<file path="config.mk">
export PLATFORM = sky130hd
export DESIGN_NAME = ram_arbiter
export DESIGN_NICKNAME = d
export VERILOG_FILES = /design/src/rtl/ram_arbiter.sv
export SDC_FILE = /design/constraint.sdc
export NUM_CORES = 1
export LEC_CHECK = 0
export CORE_MARGIN = 2
export CORE_UTILIZATION = 35
export DETAILED_ROUTE_END_ITERATION = 7
export SLEW_MARGIN = 20
export SYNTH_ARGS = -nofsm -noshare
export SYNTH_HDL_FRONTEND = slang
export SYNTH_SLANG_ARGS = --single-unit
</file>
<file path="constraint.sdc">
create_clock -name clk -period 3.4 [get_ports clk]
set_input_delay 0.34 -clock clk [delete_from_list [all_inputs] [get_ports clk]]
set_output_delay 0.34 -clock clk [all_outputs]
set_load 0.005 [all_outputs]
</file>
<file path="src/rtl/ram_arbiter.sv">
// Arbitrates an instruction-fetch port and a load/store port onto a byte-wide RAM.
// Define ARB_STARVE_GUARD_EN to compile in the IF starvation guard (STARVE_LIMIT).
module ram_arbiter #(
    parameter int STARVE_LIMIT = 4
) (
    input  logic        clk,
    input  logic        rst,
    input  logic        if_req,
    input  logic [31:0] if_addr,
    input  logic        if_flush,
    output logic        if_done,
    output logic [31:0] if_rdata,
    input  logic        mem_req,
    input  logic        mem_we,
    input  logic [1:0]  mem_wide,
    input  logic        mem_signed,
    input  logic [31:0] mem_addr,
    input  logic [31:0] mem_wdata,
    output logic        mem_done,
    output logic [31:0] mem_rdata,
    output logic        ram_rw,
    output logic [31:0] ram_addr,
    output logic [7:0]  ram_wdata,
    input  logic [7:0]  ram_rdata,
    output logic        busy
);
    typedef enum logic [1:0] {IDLE, RD, WR} state_t;

    state_t      state_reg, state_next;
    logic [2:0]  cnt_reg, cnt_next;
    logic        is_if_reg, is_if_next;
    logic [31:0] addr_reg, addr_next;
    logic [31:0] wdata_reg, wdata_next;
    logic [1:0]  wide_reg, wide_next;
    logic        sgn_reg, sgn_next;
    logic [31:0] cap_reg, cap_next;
    logic        ram_rw_reg, ram_rw_next;
    logic [31:0] ram_addr_reg, ram_addr_next;
    logic [7:0]  ram_wdata_reg, ram_wdata_next;
    logic        if_done_reg, if_done_next;
    logic [31:0] if_rdata_reg, if_rdata_next;
    logic        mem_done_reg, mem_done_next;
    logic [31:0] mem_rdata_reg, mem_rdata_next;

    logic        idle, if_ok, grant_if, grant_mem, starve_hit;
    logic [2:0]  nbytes, cnt_plus;
    logic [1:0]  last_idx, cap_idx;
    logic [31:0] raw_word, load_word;

    assign idle      = (state_reg == IDLE);
    assign if_ok     = if_req & ~if_flush;
    assign grant_if  = idle & if_ok & (~mem_req | starve_hit);
    assign grant_mem = idle & mem_req & ~grant_if;

`ifdef ARB_STARVE_GUARD_EN
    localparam int SW = (STARVE_LIMIT < 2) ? 1 : $clog2(STARVE_LIMIT + 1);
    logic [SW-1:0] starve_reg;

    always_ff @(posedge clk) begin
        if (rst)
            starve_reg <= '0;
        else if (grant_if)
            starve_reg <= '0;
        else if (grant_mem && if_req && starve_reg != SW'(STARVE_LIMIT))
            starve_reg <= starve_reg + 1'b1;
    end

    assign starve_hit = (starve_reg == SW'(STARVE_LIMIT));
`else
    // Strict MEM priority; the limit only matters when the guard is built in.
    assign starve_hit = (STARVE_LIMIT < 0);
`endif

    always_comb begin
        case (wide_reg)
            2'd0:    nbytes = 3'd1;
            2'd1:    nbytes = 3'd2;
            default: nbytes = 3'd4;
        endcase
    end

    assign cnt_plus = cnt_reg + 3'd1;
    assign last_idx = 2'(nbytes - 3'd1);
    assign cap_idx  = cnt_reg[1:0] - 2'd1;

    // The final byte is taken straight off the RAM bus on the done edge.
    generate
        for (genvar gi = 0; gi < 4; gi++) begin : g_raw
            assign raw_word[8*gi +: 8] = (last_idx == 2'(gi)) ? ram_rdata : cap_reg[8*gi +: 8];
        end
    endgenerate

    always_comb begin
        case (wide_reg)
            2'd0:    load_word = {{24{sgn_reg & raw_word[7]}}, raw_word[7:0]};
            2'd1:    load_word = {{16{sgn_reg & raw_word[15]}}, raw_word[15:0]};
            default: load_word = raw_word;
        endcase
    end

    always_ff @(posedge clk) begin
        if (rst) begin
            state_reg     <= IDLE;
            cnt_reg       <= '0;
            is_if_reg     <= 1'b0;
            addr_reg      <= '0;
            wdata_reg     <= '0;
            wide_reg      <= '0;
            sgn_reg       <= 1'b0;
            cap_reg       <= '0;
            ram_rw_reg    <= 1'b0;
            ram_addr_reg  <= '0;
            ram_wdata_reg <= '0;
            if_done_reg   <= 1'b0;
            if_rdata_reg  <= '0;
            mem_done_reg  <= 1'b0;
            mem_rdata_reg <= '0;
        end else begin
            state_reg     <= state_next;
            cnt_reg       <= cnt_next;
            is_if_reg     <= is_if_next;
            addr_reg      <= addr_next;
            wdata_reg     <= wdata_next;
            wide_reg      <= wide_next;
            sgn_reg       <= sgn_next;
            cap_reg       <= cap_next;
            ram_rw_reg    <= ram_rw_next;
            ram_addr_reg  <= ram_addr_next;
            ram_wdata_reg <= ram_wdata_next;
            if_done_reg   <= if_done_next;
            if_rdata_reg  <= if_rdata_next;
            mem_done_reg  <= mem_done_next;
            mem_rdata_reg <= mem_rdata_next;
        end
    end

    always_comb begin
        state_next     = state_reg;
        cnt_next       = cnt_reg;
        is_if_next     = is_if_reg;
        addr_next      = addr_reg;
        wdata_next     = wdata_reg;
        wide_next      = wide_reg;
        sgn_next       = sgn_reg;
        cap_next       = cap_reg;
        ram_rw_next    = 1'b0;
        ram_addr_next  = '0;
        ram_wdata_next = '0;
        if_done_next   = 1'b0;
        if_rdata_next  = if_rdata_reg;
        mem_done_next  = 1'b0;
        mem_rdata_next = mem_rdata_reg;

        case (state_reg)
            IDLE: begin
                if (grant_mem) begin
                    state_next     = mem_we ? WR : RD;
                    cnt_next       = '0;
                    is_if_next     = 1'b0;
                    addr_next      = mem_addr;
                    wdata_next     = mem_wdata;
                    wide_next      = mem_wide;
                    sgn_next       = mem_signed;
                    ram_rw_next    = mem_we;
                    ram_addr_next  = mem_addr;
                    ram_wdata_next = mem_we ? mem_wdata[7:0] : 8'h00;
                end else if (grant_if) begin
                    state_next    = RD;
                    cnt_next      = '0;
                    is_if_next    = 1'b1;
                    addr_next     = if_addr;
                    wide_next     = 2'd2;
                    sgn_next      = 1'b0;
                    ram_addr_next = if_addr;
                end
            end
            RD: begin
                if (is_if_reg && if_flush) begin
                    state_next = IDLE;
                end else begin
                    cnt_next = cnt_plus;
                    if (cnt_plus < nbytes)
                        ram_addr_next = addr_reg + 32'(cnt_plus);
                    if (cnt_reg != 3'd0 && cnt_reg < nbytes)
                        cap_next[8*cap_idx +: 8] = ram_rdata;
                    if (cnt_reg == nbytes) begin
                        state_next = IDLE;
                        if (is_if_reg) begin
                            if_done_next  = 1'b1;
                            if_rdata_next = load_word;
                        end else begin
                            mem_done_next  = 1'b1;
                            mem_rdata_next = load_word;
                        end
                    end
                end
            end
            WR: begin
                cnt_next = cnt_plus;
                if (cnt_plus < nbytes) begin
                    ram_rw_next    = 1'b1;
                    ram_addr_next  = addr_reg + 32'(cnt_plus);
                    ram_wdata_next = wdata_reg[8*cnt_plus[1:0] +: 8];
                end else begin
                    state_next     = IDLE;
                    mem_done_next  = 1'b1;
                    mem_rdata_next = '0;
                end
            end
            default: state_next = IDLE;
        endcase
    end

    assign ram_rw    = ram_rw_reg;
    assign ram_addr  = ram_addr_reg;
    assign ram_wdata = ram_wdata_reg;
    assign if_done   = if_done_reg;
    assign if_rdata  = if_rdata_reg;
    assign mem_done  = mem_done_reg;
    assign mem_rdata = mem_rdata_reg;
    assign busy      = ~idle;
endmodule
</file>
After elaboration in Yosys (flattened, before gate mapping)
Cells that the tools add are included.
{ "op_classes": {"n_addsub": 5, "n_lt_le_gt_ge": 2, "eq_ne": 13, "shift": 3, "n_mux": 49, "bitwise_logic": 14, "n_reduce_logical": 17} }
{ "ops": {"columns": ["cell", "count"], "rows": [
  ["$mux 32", 10],
  ["$pmux 32 s2", 2],
  ["$pmux 32 s3", 1],
  ["$mux 8", 7],
  ["$neg 5->34", 1],
  ["$shift 8x34->32 const A", 1],
  ["$shiftx 8x34->32", 1],
  ["$add 32x3->32", 1],
  ["$bwmux 32", 1],
  ["$shiftx 32x6->8", 1],
  ["$mux 2", 8],
  ["$pmux 8 s2", 1],
  ["$mux 1", 11],
  ["$mux 3", 3],
  ["$pmux 3 s3", 1],
  ["$reduce_and 3->1", 3],
  ["$ne 2x2->1 const B", 4],
  ["$and 1x1->1", 7],
  ["$not 1->1", 7],
  ["$eq 2x1->1 const B", 3],
  ["$eq 2x2->1 const B", 3],
  ["$logic_not 2->1", 3],
  ["$lt 3x3->1", 2],
  ["$pmux 2 s3", 1],
  ["other kinds (14)", 20]
]} }
{ "totals": {"reg_bits": 212, "inputBits": 113, "output_inout_bits": 108, "word_cells": 118} }

Longest topological paths before layout
Gate-level depths: netlist of the first run.
{ "depth": {"word_depth": 11, "depth_mapped": 11, "ltp_nobuf": 8} }

Least setup slack after synthesis of the first run
Ideal clock, no wire load.
{ "synth_timing": {"path_type": "reg2reg", "startpoint": "register cnt_reg[0]", "endpoint": "register ram_addr_reg[19], in the netlist ram_addr[19]", "setup_time_ns": 0.134, "t_arrival_ns": 2.725, "t_required_ns": 3.266, "path_slack_ns": 0.542, "stages_incl_launch_ff": 11, "n_path_buf": 3, "period_less_slack_ns": 2.858, "path_cell_list": "dfxtp_1 -> buf_1 -> inv_1 -> ha_1 -> ha_1 -> nand2_1 -> o21ai_0 -> or3_1 -> clkbuf_1 -> clkbuf_1 -> o22ai_1"} }
{ "synth_between": {"elab_chain_len": 5, "word_cells_on_any_way": 6, "classes_between": "add/sub: 2; order compare: 1; mux: 3"} }
{ "synth_lines": {"columns": ["element", "line", "source"], "rows": [
  ["start: declaration", "30", "logic [2:0] cnt_reg, cnt_next;"],
  ["start signal: assignment", "120", "cnt_reg <= cnt_next;"],
  ["$add 3x1->3 *", "82", "assign cnt_plus = cnt_reg + 3'd1;"],
  ["$add 32x3->32 / $lt 3x3->1 (equally long branches)", null, null],
  ["$mux 32 *", "182, 200", null],
  ["$mux 32", "178", "if (is_if_reg && if_flush) begin"],
  ["$pmux 32 s3 *", "154", "case (state_reg)"],
  ["end signal: assignment", "128", "ram_addr_reg <= ram_addr_next;"],
  ["end: declaration", "38", "logic [31:0] ram_addr_reg, ram_addr_next;"]
]} }
Mark *: on every way between the ends. The rest lies on a longest branch, timed or not.
A chain may end at the register's enable or synchronous reset.

Final worst setup path of the first run
{ "layout_timing": {"startpoint": "register cnt_reg[1]", "endpoint": "register ram_addr_reg[24], in the netlist ram_addr[24]"} }
Same word-level chain as after synthesis.

==> results by group, run 1 <==
Timing
  – Fin crit share: 79.01%
  – Hold WS: 0.2696 ns
  – Final setup violation count: 0
  – Clock skew: 0.01703 ns
  – Final Hold Fails: 0
  – Slew @ Worst Pin: 0.8281 ns
  – Tmin final: 2.686 ns
  – Max Freq: approximately 370 MHz
  – Total Neg Setup Slack: 0 ns
  – Rel. slew slack: ~45%
  – RSZ-0062 raised after global routing: false
  – Slew Viols, Final: 0

Final layout
  – Share of layout cells above drive strength 1: under 10%
  – Nets: 1,447
  – Fin cells: roughly 1,700
  – Diode count: 0
  – Util after Layout: 48.52%
  – Area added between synthesis and finish: 35.52%

Synthesis
  – Syn_area_per_cell: between 7 and 8 um^2
  – Synthesized flop and latch total: 204
  – Cells after Synth: 1,139
  – Ys Warns: 0
  – Mapped Nets: about 1,300
  – Post-synth top flop: dfxtp_1
  – Synth cell types: 46
  – Biggest area consumer among synthesized cells: dfxtp_1
  – Post-synthesis cell area: ~9100 um^2
  – Top-area cell type share of the netlist area: 45.04%
  – Post-synth top cells: 273 x nand2_1, 204 x dfxtp_1, 132 x a21oi_1
  – Post-synth EDFFs: 0
  – Register area share after synthesis: a little under half
  – Most numerous cell in the Yosys netlist: nand2_1
  – Asr flop ratio synth: 0%
  – Main area contributors after synthesis: dfxtp_1 45%, nand2_1 11%, a21oi_1 7.3%

Worst setup path
  – Critical path, cell by cell: ha_1 -> xor2_1 -> ha_1 -> a21oi_1 -> o21ai_0 -> or3_1 -> buf_4 -> o22ai_1
  – Worst path bufs/invs: 1
  – Cell count along the critical path: 8
  – Nature of the critical path startpoint: register
  – Cell mode on critical path: ha_1
  – Delay-heaviest family, CP: compound AO/OA/AOI/OAI gates
  – Critical-path top delay cell: dfxtp_1
  – Crit path required time: ~3.8 ns
  – Reg2Reg Depth: 8
  – Delay of the slowest cell on the worst path: 0.44 ns
  – Crit path kind: register to register
  – WP data arrival: 3.11 ns
  – CP Capture Type: register
  – Crit Path Max Fanout: 26
  – Worst reg-to-reg setup slack: 0.71 ns

Power and ir drop
  – Final Power: 6.730 mW
  – PD cells: 547.7 nW/um^2
  – Worst vdd ir: 355.2 uV
  – Lkg Pwr: 4.336 nW

CTS
  – Clock Latency Late Sink: 0.51 ns
  – Total CTS buffers: 23
  – Hold Buf Count CTS: 0
  – CTS tree: built
  – Setup Fix Bufs, Post-CTS: 0
  – Clock transition at the registers of the reported paths: around 0.060 ns
  – CTS Sinks: 204
  – CTS root buf: clkbuf_16
  – Longest Clk Path Bufs: 3
  – Post_cts resized: 0
  – Deepest level of the CTS H-tree: 1

Route
  – Via/cell ratio: 5.117
  – Via count: ~8,500
  – Antenna viol nets, final: 0
  – Total Wirelength: 27.41 mm
  – First-iteration detailed-routing DRC count: about 650
  – Routed len/inst: 16.51 um
  – 1st-pass router iterations: 5
  – Number of remaining DRC errors: 0

Status
  – Outcome: complete, no violations

GRT
  – First-pass GRT wire length: 43.39 mm
  – Total gr overflow: 0
  – Antenna violations before repair: 0
  – Tot GR Track Use: 19.95%
  – Largest net degree at the start of global routing: between 70 and 80
  – Via count of the first global-routing pass: 8,244

Placed design
  – Post-Place Cells: 1,619
  – IO buf count: 220
  – Post-DP HPWL: 18.44 mm
  – Placer congestion estimate: between 0.8 and 0.9

Floorplanning
  – Die Wd: ~160 um
  – Die area: 27,210 um^2
  – Initial Utilization: between 30% and 40%
  – Core area: 25,330 um^2
  – Std-Cell Rows: between 50 and 60
  – # IOs: 221
  – Die Ht: ~160 um

Hold path
  – Hold Path Depth: 2
  – Hold Path Class: input port to register

Flow run
  – Max Cap Viol: 0
-- logic make-up (layout without fill, tap and decap cells) --
kind of cell             Yosys count  in the layout  share of synthesized area (%)
adder cells (fa/ha/maj)           20             20                          2.843
buffers and inverters             97            288                          4.071
XOR/XNOR                          31             31                          2.994
multiplexers                      22             22                          3.712
flip-flops                       204            204                          45.04
AND/OR/NAND/NOR                  513            513                          24.33
AO/OA/AOI/OAI                    252            252                          17.01
-- stage by stage --
stage	instance area [um^2]	setup slack, ns
after global routing	12290	0.4930
after global placement	11500	0.6702
final	12290	0.7138
after floorplan	9067	0.5418
after detailed placement	11500	0.6870
after CTS	12290	0.6679
-- power by group --
part	switching [mW]	internal, mW	total, mW
clock network	0.992	1.60	2.60
logic	0.784	0.621	1.41
registers	0.146	2.58	2.73
total	1.92	4.81	6.73
-- metal layers --
layer / vias to the layer above / GRT usage (%) / share of wire, %
li1: 4265 / - / -
met1: 3978 / 27.07 / 46
met2: 218 / 32.69 / 46
met3: 33 / 3.817 / 5.5
met4: 0 / 4.941 / 1.8
met5: - / 0 / 0
-- worst paths after layout --
check,from,endpoint
hold reg to reg,cap_reg[5]$_SDFFE_PP0P_,cap_reg[5]$_SDFFE_PP0P_
hold / removal,rst,if_done$_SDFF_PP0_
setup reg to reg,cnt_reg[1]$_SDFFE_PP0P_,ram_addr[24]$_SDFF_PP0_
setup / recovery,cnt_reg[1]$_SDFFE_PP0P_,ram_addr[24]$_SDFF_PP0_
-- cell usage in the layout, fill, tap and decap left out, drive strengths merged, types with 2 or more instances in the layout --
| master | instances |
|---|---|
| xnor2 | 27 |
| a311oi | 29 |
| a211o | 2 |
| a21oi | 132 |
| nand4 | 7 |
| or3 | 19 |
| inv | 11 |
| a22oi | 39 |
| clkbuf | 35 |
| nor2b | 3 |
| nor4 | 11 |
| ha | 19 |
| nand3 | 20 |
| and2 | 3 |
| or2 | 11 |
| nor3 | 13 |
| dfxtp | 204 |
| nor2 | 129 |
| and4 | 5 |
| mux4 | 8 |
| a31oi | 4 |
| o211ai | 2 |
| nand2 | 273 |
| nand2b | 9 |
| nor3b | 4 |
| buf | 18 |
| and3 | 2 |
| o22ai | 27 |
| mux2 | 13 |
| and3b | 2 |
| bufinv | 3 |
| o21ai | 11 |
| clkdlybuf4s50 | 219 |
| xor2 | 4 |
-- final cells by class --
class                   count  area [um^2]
flip-flops and latches    204         4084
multi-input cells         838         4634
fillers                  2460        13040
well taps                 330        412.9
clock buffers              35        680.7
inverters                  10        37.54
repair buffers            237         2327
clock inverters             6        111.4
No activity file was read; power rests on OpenSTA's default activity.
==> run 2, diff against run 1 <==
==> constraint.sdc (replaced) <==
create_clock -name clk -period 2.7 [get_ports clk]
set_input_delay 0.27 -clock clk [delete_from_list [all_inputs] [get_ports clk]]
set_output_delay 0.27 -clock clk [all_outputs]
set_load 0.005 [all_outputs]
==> run 2 against run 1 <==
Register-to-register slack lost 0.48 ns. Wire length grew 1.6%. Clock-buffer cell count grew 1. Sequential share of layout area shrank 0.33 points. Non-clock buffer count grew 9. Final cell count grew 0.60%. Sequential power grew 26%. Global-route usage grew 0.59 points. Combinational power grew 30%. Final area grew 1.0%. Clock power grew 22%. Clock skew shrank 0.0080 ns. Largest cell class unchanged. Highest routed layer unchanged.
==> results by group, run 2 (synthesis gave the netlist of run 1 again) <==
Floorplanning
  – Std-Cell Rows: 58 (unchanged)
  – Die Wd: 165.0 um (unchanged)
  – # IOs: 221 (unchanged)
  – Die area: 27,210 um^2 (unchanged)
  – Die Ht: 165.0 um (unchanged)
  – Initial Utilization: 35.80% (unchanged)
  – Core area: 25,330 um^2 (unchanged)

Timing
  – Fin crit share: 91.35% (+12 points)
  – Final setup violation count: 0 (unchanged)
  – Setup ws final: 0.2337 ns (-0.4801 ns)
  – Max Freq: 405.5 MHz (+8.9%)
  – RSZ-0062 raised after global routing: false
  – Rel. slew slack: 44.33% (-0.46 points)
  – Slew Viols, Final: 0 (unchanged)
  – Slew @ Worst Pin: 0.8350 ns (+0.006912 ns)
  – Final Hold Fails: 0 (unchanged)
  – Clock skew: 0.009051 ns (-0.007977 ns)
  – Total Neg Setup Slack: 0 ns (unchanged)
  – Tmin final: 2.466 ns (-0.2199 ns)

Final layout
  – Commonest non-fill, non-tap cells in the layout: 272 x nand2_1, 219 x clkdlybuf4s50_1, 203 x dfxtp_1
  – Filler Cells Inserted: 2,473 (+0.53%)
  – Area added between synthesis and finish: 36.94%
  – Commonest non-fill, non-tap cell in the layout: nand2_1
  – Nets: 1,457 (+0.69%)
  – Util after Layout: 49.03% (+0.51 points)
  – Multi-input logic area: 4648 um^2 (+0.30%)
  – Share of layout cells above drive strength 1: 7.767% (+0.85 points)
  – Reg area: 4085 um^2 (about the same)

Hold path
  – Hold EP: wdata_reg[21]$_SDFFE_PP0P_
  – Hold path start: rst
  – Hold Path Depth: 2 (unchanged)
  – Hold Path Class: input port to register

CTS
  – Setup Fix Bufs, Post-CTS: 0 (unchanged)
  – Hold Buf Count CTS: 0 (unchanged)
  – Total CTS buffers: 24 (+4.3%)
  – CTS tree: built
  – CTS Sinks: 204 (unchanged)
  – Longest Clk Path Bufs: 3 (unchanged)
  – Deepest level of the CTS H-tree: 1 (unchanged)
  – Post_cts resized: 0 (unchanged)
  – Clock transition at the registers of the reported paths: 0.06 ns (about the same)
  – CTS root buf: clkbuf_16
  – Clock Latency Late Sink: 0.51 ns (about the same)

Flow run
  – Max Cap Viol: 0 (unchanged)

Route
  – Total Wirelength: 27.84 mm (+1.6%)
  – Via/cell ratio: 5.132 (+0.30%)
  – Via count: 8,571 (+0.91%)
  – First-iteration detailed-routing DRC count: 557 (-14%)
  – Number of remaining DRC errors: 0 (unchanged)
  – Routed len/inst: 16.67 um (+0.94%)
  – Antenna viol nets, final: 0 (unchanged)
  – 1st-pass router iterations: 5 (unchanged)

Placed design
  – Placer congestion estimate: 0.8219 (+0.40%)
  – IO buf count: 220 (unchanged)
  – Post-DP HPWL: 19.31 mm (+4.7%)
  – Setup WS pre-CTS: 0.08371 ns (-0.6033 ns)

Worst setup path
  – Delay of the slowest cell on the worst path: 0.41 ns (-0.03 ns)
  – CP Capture Type: register
  – WP data arrival: 2.90 ns (-0.21 ns)
  – Reg2reg end: ram_addr[8]$_SDFF_PP0_
  – Crit Path Max Fanout: 26 (unchanged)
  – Worst path bufs/invs: 1 (unchanged)
  – RR Startpoint: cnt_reg[0]$_SDFFE_PP0P_
  – Reg2Reg Depth: 8 (unchanged)
  – Critical-path top delay cell: dfxtp_2
  – Cell mode on critical path: ha_1
  – Critical path, cell by cell: ha_1 -> xor2_2 -> ha_1 -> a21oi_1 -> o21ai_0 -> or3_1 -> buf_4 -> o22ai_1
  – Worst reg-to-reg setup slack: 0.23 ns (-0.48 ns)
  – Crit path kind: register to register
  – Delay-heaviest family, CP: compound AO/OA/AOI/OAI gates
  – Crit path required time: 3.13 ns (-0.69 ns)
  – Nature of the critical path startpoint: register

Power and ir drop
  – PD cells: 680.6 nW/um^2 (+24%)
  – Worst vdd ir: 377.4 uV (+6.2%)
  – Lkg Pwr: 4.401 nW (+1.5%)
  – Final Power: 8.451 mW (+26%)

GRT
  – First-pass GRT wire length: 44.70 mm (+3.0%)
  – Antenna violations before repair: 1 (+1)
  – Largest net degree at the start of global routing: 74 (-3.9%)
  – Via count of the first global-routing pass: 8,457 (+2.6%)
  – Tot GR Track Use: 20.54% (+0.59 points)
  – Total gr overflow: 0 (unchanged)

Status
  – Outcome: complete, no violations
[run 2: cell count changes in the layout (fill, tap and decap cells not counted), sizes merged]
cell / delta
diode: +1
clkbuf: +1
clkinvlp: -1
bufinv: -2
buf: +9
clkinv: +2
[run 2: area by class of cell]
type                       instances  share of cell area, %
antenna                            1                0.02015
timing repair buffer             246                  19.79
multi-input combinational        838                  37.43
tap                              330                  3.325
clock buffer                      36                  5.774
inverter                          10                 0.3023
clock inverter                     5                 0.4534
sequential                       204                  32.90
[run 2: worst reg2reg max path, cell delays in order, from the launching register on]
cell,delay (ns)
dfxtp_2,0.41
ha_1,0.21
xor2_2,0.22
ha_1,0.28
a21oi_1,0.19
o21ai_0,0.22
or3_1,0.41
buf_4,0.24
o22ai_1,0.21
[run 2: how the worst max path moves through the flow]
stage,endpoint,slack [ns],start,cells after the start
floorplan,ram_addr[19]$_SDFF_PP0_,0.03,cnt_reg[0]$_SDFFE_PP0P_,10
global placement,ram_addr[23]$_SDFF_PP0_,0.19,cnt_reg[0]$_SDFFE_PP0P_,8
detailed placement,ram_addr[8]$_SDFF_PP0_,0.08,cnt_reg[0]$_SDFFE_PP0P_,8
CTS,ram_addr[8]$_SDFF_PP0_,0.05,cnt_reg[0]$_SDFFE_PP0P_,8
global route,mem_rdata[26]$_SDFFE_PP0P_,0.02,cnt_reg[1]$_SDFFE_PP0P_,9
finish,ram_addr[8]$_SDFF_PP0_,0.23,cnt_reg[0]$_SDFFE_PP0P_,8
[run 2: where the power goes]
group          leakage (nW)  switching [mW]  internal [mW]
sequential             1.66           0.197           3.25
clock                 0.383            1.24           1.92
combinational          2.35            1.01          0.835
[run 2: through the flow]
stage	cells	hold WS, ns	cell area (um^2)
floorplan	1139	0.4060	9069
global placement	1628	0.4357	11630
detailed placement	1628	0.4424	11630
CTS	1669	0.2295	12400
global route	1670	0.2534	12420
finish	1670	0.2361	12420
[run 2: layer usage]
layer	wire, um	global-route usage, %
met5	0	0
met4	704	5.850
met3	1501	3.064
met2	12950	34.44
met1	12680	27.48
